$ cat src/rtl/split_mem_dm.sv
// split_mem_dm: stopwatch display manager with a circular multi-lap split memory.
// Shows the live time, the last split (blinking) or any stored split (review),
// and drives one {en, bcd[3:0], dp} word per digit to the seven-segment driver.
// Optional build macro SPLIT_LZB_EN enables leading-zero blanking of the display.
module split_mem_dm #(
   parameter int                DIGITS       = 8,
   parameter int                DEPTH        = 4,
   parameter int                BLINK_CYCLES = 50000000,
   parameter logic [DIGITS-1:0] DP_MASK      = DIGITS'(8'b01010100)
) (
   input  logic                       clk,
   input  logic                       rst,
   input  logic [DIGITS*4-1:0]        live_bcd,
   input  logic                       split_p,
   input  logic                       resume_p,
   input  logic                       browse_p,
   input  logic                       clear_p,
   output logic [DIGITS*6-1:0]        seg_data,
   output logic [1:0]                 mode,
   output logic [$clog2(DEPTH+1)-1:0] count,
   output logic [$clog2(DEPTH)-1:0]   view_idx,
   output logic                       full
);

   localparam int CW = $clog2(DEPTH + 1);
   localparam int PW = $clog2(DEPTH);
   localparam int BW = (BLINK_CYCLES > 1) ? $clog2(BLINK_CYCLES) : 1;

   localparam logic [1:0]    ST_LIVE   = 2'd0;
   localparam logic [1:0]    ST_HOLD   = 2'd1;
   localparam logic [1:0]    ST_REVIEW = 2'd2;

   localparam logic [CW-1:0] CNT_ONE   = CW'(1);
   localparam logic [CW-1:0] CNT_FULL  = CW'(DEPTH);
   localparam logic [PW-1:0] PTR_ONE   = PW'(1);
   localparam logic [BW-1:0] BLINK_ONE = BW'(1);
   localparam logic [BW-1:0] BLINK_MAX = BW'(BLINK_CYCLES - 1);

   logic [1:0]          state_q,  state_d;
   logic [CW-1:0]       count_q,  count_d;
   logic [PW-1:0]       wr_ptr_q, wr_ptr_d;
   logic [PW-1:0]       view_q,   view_d;
   logic                light_q,  light_d;
   logic [BW-1:0]       blink_q,  blink_d;
   logic [DIGITS*4-1:0] mem_q [DEPTH];
   logic                mem_we_s;
   logic [PW-1:0]       oldest_s;
   logic [PW-1:0]       newest_s;
   logic [DIGITS*4-1:0] src_s;
   logic [3:0]          digit_s;
   logic                en_s;
   logic                dp_s;
`ifdef SPLIT_LZB_EN
   logic                blank_s;
`endif

   // With a full memory count[PW-1:0] is zero, so oldest collapses to wr_ptr.
   assign oldest_s = wr_ptr_q - count_q[PW-1:0];
   assign newest_s = wr_ptr_q - PTR_ONE;

   // Next-state logic: event priority clear > resume > split > browse, else blink.
   always_comb begin
      state_d  = state_q;
      count_d  = count_q;
      wr_ptr_d = wr_ptr_q;
      view_d   = view_q;
      light_d  = light_q;
      blink_d  = blink_q;
      mem_we_s = 1'b0;
      if (clear_p) begin
         state_d  = ST_LIVE;
         count_d  = '0;
         wr_ptr_d = '0;
         view_d   = '0;
         light_d  = 1'b1;
         blink_d  = '0;
      end else if (resume_p) begin
         // Resume in LIVE is a no-op; it still swallows lower-priority pulses.
         state_d = ST_LIVE;
         light_d = 1'b1;
         blink_d = '0;
      end else if (split_p) begin
         mem_we_s = 1'b1;
         view_d   = wr_ptr_q;
         wr_ptr_d = wr_ptr_q + PTR_ONE;
         if (count_q == CNT_FULL) begin
            count_d = count_q;
         end else begin
            count_d = count_q + CNT_ONE;
         end
         state_d = ST_HOLD;
         light_d = 1'b1;
         blink_d = '0;
      end else if (browse_p && (count_q != '0)) begin
         if ((state_q == ST_REVIEW) && (view_q != newest_s)) begin
            view_d = view_q + PTR_ONE;
         end else begin
            view_d = oldest_s;
         end
         state_d = ST_REVIEW;
         light_d = 1'b1;
         blink_d = '0;
      end else if (state_q == ST_HOLD) begin
         if (blink_q == BLINK_MAX) begin
            blink_d = '0;
            light_d = ~light_q;
         end else begin
            blink_d = blink_q + BLINK_ONE;
         end
      end else begin
         light_d = 1'b1;
         blink_d = '0;
      end
   end

   // Control state registers with asynchronous reset.
   always_ff @(posedge clk or posedge rst) begin
      if (rst) begin
         state_q  <= ST_LIVE;
         count_q  <= '0;
         wr_ptr_q <= '0;
         view_q   <= '0;
         light_q  <= 1'b1;
         blink_q  <= '0;
      end else begin
         state_q  <= state_d;
         count_q  <= count_d;
         wr_ptr_q <= wr_ptr_d;
         view_q   <= view_d;
         light_q  <= light_d;
         blink_q  <= blink_d;
      end
   end

   // Split memory: captures the live time at the write pointer on a split.
   always_ff @(posedge clk or posedge rst) begin
      if (rst) begin
         for (int k = 0; k < DEPTH; k++) begin
            mem_q[k] <= '0;
         end
      end else if (mem_we_s) begin
         mem_q[wr_ptr_q] <= live_bcd;
      end
   end

   // Display formatting: select source, apply light, optional blanking and dp pattern.
   always_comb begin
      seg_data = '0;
      digit_s  = 4'h0;
      en_s     = 1'b0;
      dp_s     = 1'b0;
`ifdef SPLIT_LZB_EN
      blank_s  = 1'b1;
`endif
      if (state_q == ST_LIVE) begin
         src_s = live_bcd;
      end else begin
         src_s = mem_q[view_q];
      end
      for (int i = DIGITS - 1; i >= 0; i--) begin
         digit_s = src_s[4*i +: 4];
         en_s    = light_q;
`ifdef SPLIT_LZB_EN
         // Blank leading zeros from the top; digit 0 always stays lit.
         if ((i != 0) && blank_s && (digit_s == 4'h0)) begin
            en_s = 1'b0;
         end else begin
            blank_s = 1'b0;
         end
`endif
         // Top-digit dp doubles as the review-mode marker.
         if ((state_q == ST_REVIEW) && (i == DIGITS - 1)) begin
            dp_s = 1'b1;
         end else begin
            dp_s = DP_MASK[i];
         end
         seg_data[6*i +: 6] = {en_s, digit_s, dp_s};
      end
   end

   assign mode     = state_q;
   assign count    = count_q;
   assign view_idx = view_q;
   assign full     = (count_q == CNT_FULL);

endmodule

$ cat config.mk
export PLATFORM = sky130hd
export DESIGN_NAME = split_mem_dm
export DESIGN_NICKNAME = d
export VERILOG_FILES = /design/src/rtl/split_mem_dm.sv
export SDC_FILE = /design/constraint.sdc
export NUM_CORES = 1
export LEC_CHECK = 0
export ABC_AREA = 1
export ABC_CLOCK_PERIOD_IN_PS = 8900
export CORE_MARGIN = 4
export CORE_UTILIZATION = 50
export DETAILED_ROUTE_END_ITERATION = 6
export GPL_TIMING_DRIVEN = 0
export PLACE_DENSITY = 0.75
export REMOVE_ABC_BUFFERS = 1
export SLEW_MARGIN = 20
export SYNTH_ARGS = -nofsm -noshare
export SYNTH_HDL_FRONTEND = slang
export SYNTH_SLANG_ARGS = --single-unit
export TNS_END_PERCENT = 20
$ cat constraint.sdc
create_clock -name clk -period 8.9 [get_ports clk]
set_input_delay 2.225 -clock clk [delete_from_list [all_inputs] [get_ports clk]]
set_output_delay 2.225 -clock clk [all_outputs]
set_load 0.02 [all_outputs]
; ---- Yosys cells after proc, flatten, opt, wreduce, memory -nomap -nowiden
; Cells that the tools add are included.
[classes]
mul = 0
n_reduce_logical = 11
n_shift = 0
n_div = 0
eq_ne = 8
n_bitwise = 3
add_sub_neg = 6
magnitude_cmp = 3
muxes = 39
[op_table]
columns = op, count
row1 = two-way mux 26 bit, 6
row2 = bitwise mux 128 bit, 1
row3 = two-way mux 32 bit, 4
row4 = binary-select mux 32 bit (select 2 bit), 1
row5 = demux 32 bit (select 2 bit), 1
row6 = adder 26 x 1 -> 26 bit (second input constant), 1
row7 = equality test 26 bit (second input constant), 1
row8 = two-way mux 2 bit, 12
row9 = two-way mux 3 bit, 4
row10 = two-way mux 1 bit, 10
row11 = greater-or-equal comparator 3 bit (second input constant), 2
row12 = != test 6 x 5 -> 1 bit (second input constant), 1
row13 = NOT 2 -> 3 bit, 2
row14 = nonzero test 3 bit, 2
row15 = adder 2 x 1 -> 2 bit (second input constant), 2
row16 = AND reduction 2 bit, 2
row17 = nonzero test 4 bit, 1
row18 = adder 3 x 1 -> 3 bit (second input constant), 1
row19 = equality test 3 bit (second input constant), 1
row20 = logical AND 1 bit, 3
row21 = < comparator 3 x 1 -> 1 bit (second input constant), 1
row22 = AND reduction 3 bit, 1
row23 = equality test 2 x 1 -> 1 bit (second input constant), 1
row24 = equality test 2 bit (second input constant), 1
row25 = 8 further kinds, 8
[totals]
romBits = 0
word_cells = 80
input_bits = 38
regBits = 164
out_inout_bits = 56
latchBits = 0
ramBits = 0
n_memories = 0

; ---- Longest topological paths before layout
; Gate-level depths: netlist of run 1.
[depth]
depth_word = 8
depth_mapped = 9
mapped_depth_nobuf = 9

; ---- Worst setup path after synthesis of run 1
; No wires, ideal clock.
[synth_timing]
path_type = input -> output
from = input port live_bcd[30]
to = output port seg_data[45]
path_buffers = 0
setup_slack_ns = 3.896
t_arrival_ns = 2.779
cell_stages = 2
t_required_ns = 6.675
cell_sequence = inv_1 o21ai_0
[synth_via]
elab_chain_cells = 1
[synth_rtl]
columns = item, line_no
row1 = from (decl), 13  ; input logic [DIGITS*4-1:0] live_bcd,
row2 = two-way mux 32 bit, 155  ; if (state_q == ST_LIVE) begin
row3 = to (decl), 18  ; output logic [DIGITS*6-1:0] seg_data,
; Every way passes these cells.

; ---- Worst setup path after layout of run 1
[layout_timing]
from = input port live_bcd[2]
to = output port seg_data[3]
; Same word-level chain as after synthesis.

==> results of run 1 <==
## cell type report
cell class	count	area, µm²	area share (%)
timing repair buffer	90	955.9	9.896
clock inverter	14	142.6	1.477
clock buffer	18	439.2	4.547
tap	216	270.3	2.798
inverter	70	271.5	2.811
sequential	164	4110	42.55
multi-input combinational	678	3470	35.92
## cells in the final DEF, fill, tap and decap left out, drive strengths merged, types with 3 or more instances in the layout
master and count:
nand2 240, clkinv 8, o22ai 32, conb 7, mux2i 32, clkbuf 18, xnor2 3, nor2 98
ha 8, clkdlybuf4s50 86, o21ai 202, nand3 22, buf 4, xor2 14, a21oi 6, dfrtp 163
nor3 6, inv 75
## worst max-delay path, delay by kind of cell
| family | cells | cell delay [ns] |
|---|---|---|
| buffers and inverters | 3 | 1.24 |
| AOI/OAI and AO/OA | 1 | 0.37 |
## logic make-up (layout without fill, tap and decap cells)
| group | Yosys count | in the layout |
|---|---|---|
| xor gates and xnor gates | 17 | 17 |
| AOI/OAI and AO/OA | 243 | 243 |
| buffers and inverters | 134 | 192 |
| adders and majority gates | 8 | 8 |
| and+or+nand+nor | 371 | 371 |
| DFF | 164 | 164 |
| other | 2 | 7 |
| muxes | 32 | 32 |
## sequential cells by signal (all words and copies together), names as in the netlist
| name | flops |
|---|---|
| blink_q | 26 |
| view_idx | 2 |
| count | 3 |
| mode | 2 |
| en_s | 1 |
| wr_ptr_q | 2 |
| mem_q | 128 |
## cells in the mapped netlist, types with 2 or more instances
master,instances
a21oi_1,6
buf_1,3
buf_4,19
buf_6,26
clkbuf_1,15
conb_1,2
dfrtp_1,163
ha_1,8
inv_1,67
inv_2,2
mux2i_1,32
nand2_1,233
nand2_2,2
nand2_4,5
nand3_1,19
nand3_2,3
nor2_1,86
nor2_2,6
nor2_4,5
nor3_1,4
nor3_4,2
o21ai_0,182
o21ai_1,20
o22ai_1,32
xnor2_1,3
xor2_1,14
## power groups by stage
stage / registers (W) / clock network, W / logic, W
4_1_cts: 0.000891 / 0.000732 / 0.000306
6_report: 0.000892 / 0.000719 / 0.000302
5_1_grt: 0.000903 / 0.000767 / 0.000344
3_3_place_gp: 0.000913 / 0 / 0.000278
2_1_floorplan: 0.000899 / 0 / 0.000194
3_5_place_dp: 0.000902 / 0 / 0.000305
## stage by stage
stage | power, W | hold WS (ns)
CTS | 0.001928 | 0.4842
global placement | 0.001191 | 0.4600
floorplan | 0.001093 | 0.4479
detailed placement | 0.001207 | 0.4676
global route | 0.002014 | 0.5009
finish | 0.001913 | 0.4808
## worst min path at each step
stage	depth (start not counted)	to	slack (ns)
after floorplan	2	mem_q[32]	0.45
after global placement	2	mem_q[50]	0.46
after detailed placement	2	mem_q[46]	0.47
after CTS	2	mem_q[46]	0.48
after global routing	2	mem_q[10]	0.50
final	2	mem_q[61]	0.48
## per-layer routing
metal	track usage [%]	up-vias	wire length [µm]
li1	-	3264	-
met1	28.55	3109	8488
met2	32.40	163	8374
met3	3.824	19	870
met4	4.601	0	176
met5	0	-	0
==> reports/metrics.yaml, run 1 <==
status: "complete, no violations"
worstPathRequired_ns: 6.68
hold_viol_final: 0
ctsResizeCount: 0
synthCells: 971
grt_pass1_wl_mm: 30.53
placed_area_um2: 9077
synth_top_cell_by_area: "dfrtp_1"
netSwitchingPower_w: 0.0005442
critical_path_class: "input port to output pin"
cts_tree: "yes"
ant_nets: 0
drtIter0Drc: 520
clock-sinks: 164
die_h_um: 137.0
yosysTopAreaCellShare_pct: 49.00
r2r_slack_ns: 6.54
grt_usage_pct: 20.17
syn_area_per_cell_um2: 8.573
drt-total-wl_mm: 17.91
gp_congestion: 0.8115
root_buffer: "clkbuf_16"
slowest_delay_ns: 0.68
synthAdderAreaFrac_pct: 1.202
end_kind: "output pin"
dieWidth_um: 137.0
fin_util_pct: 59.94
synthTopCellsByArea: "dfrtp_1, o21ai_0, nand2_1"
drt_first_pass_iters: 5
worstRegToRegCells: 8
period_share_pct: 68.19
vias_per_cell: 5.244
crit_slowest_cell: "clkdlybuf4s50_1"
ys_seq_area_share_pct: 49.32
area_growth_pct: 16.04
synth_seq_cells: 164
nFillCells: 1429
hold_buffers: 0
power_frac_clock_pct: 37.6
cts_setup_buffers: 0
seq_power_share_pct: 46.6
power_density_nw_per_um2: 198.1
grt_max_degree: 109
synth-simple-area-share_pct: 19.30
row_count: 46
antenna_found_initial: 0
core-area_um2: 16120
synth_top_family_by_area: "simple AND/OR/NAND/NOR gates"
fin_nets: 1067
cp-start-kind: "input port"
clk_path_buf_depth: 2
ys_async_sr_fraction_pct: 100.0
rsz0062_at_grt: "false"
timing.rr.start: "view_idx[0]"
worstPathCellList: "clkdlybuf4s50_1, inv_1, o21ai_0, clkdlybuf4s50_1"
hpwl_mm: 11.10
vias: 6555
hp-start: "mem_q[61]"
p_leak_nw: 4.347
crit_start: "live_bcd[2]"
vdd.ir_drop.worst_mv: 0.1399
syn_area_um2: 8324
drv_cap: 0
num_antenna_cells: 0
path_clk_slew_ns: 0.07
grt_pass1_vias: 6275
dp_cells: 1218
fin_cells: 1250
numPortBuffers: 86
yosys.area_share.xor_xnor_pct: 1.789
ioPinCount: 94
endpoint: "seg_data[3]"
max_freq_mhz: 164.8
drc: 0
yosys_warnings: 0
synth_cell_type_count: 38
tightestPinTransition_ns: 0.6833
insertion_delay_ns: 0.43
htree_levels: 4
hp-class: "register to register"
wl_per_cell_um: 14.33
combPwrFrac_pct: 15.8
synth_compound_area_share_pct: 15.20
finalSetupViolCount: 0
place_ws_ns: 2.860
max_slew_margin_pct: 54.44
die_area_um2: 18780
finalMaxSlewViolations: 0
synth.area.mux_share_pct: 3.848
cts_buffers: 17
setup_ws_ns: 2.831
worstReg2RegEnd: "view_idx[1]"
p_sw_share_pct: 28.44
synth_flop_cell: "dfrtp_1"
crit_arrival_ns: 3.84
crit_top_cell: "clkdlybuf4s50_1"
cp_max_fo: 5
finClkSkew_ns: 0.007325
final_area_um2: 9659
drive_gt1_share_pct: 6.673
min_period_ns: 6.069
synth-edff-count: 0
grt.overflow.total: 0
internal-power_w: 0.001369
start_util_pct: 51.65
tns_ns: 0
(Power assumes the default switching activity.)
==> run 2: changes to the inputs <==
- ABC_CLOCK_PERIOD_IN_PS: 8900 -> 5900
- clock period: 8.9 -> 5.9 ns (I/O delays scaled with it)
==> results of run 2 <==
The final DEF is identical to that of run 1. Status: complete, no violations.
Main changes from that run: setup slack after placement 2.860 ns -> 1.360 ns; setup slack after layout 2.831 ns -> 1.279 ns; start point of the critical path live_bcd[2] -> view_idx[0]; register-to-register setup slack 6.54 ns -> 3.54 ns; total power 0.001913 W -> 0.002886 W; worst IR drop on VDD 0.1399 mV -> 0.2110 mV
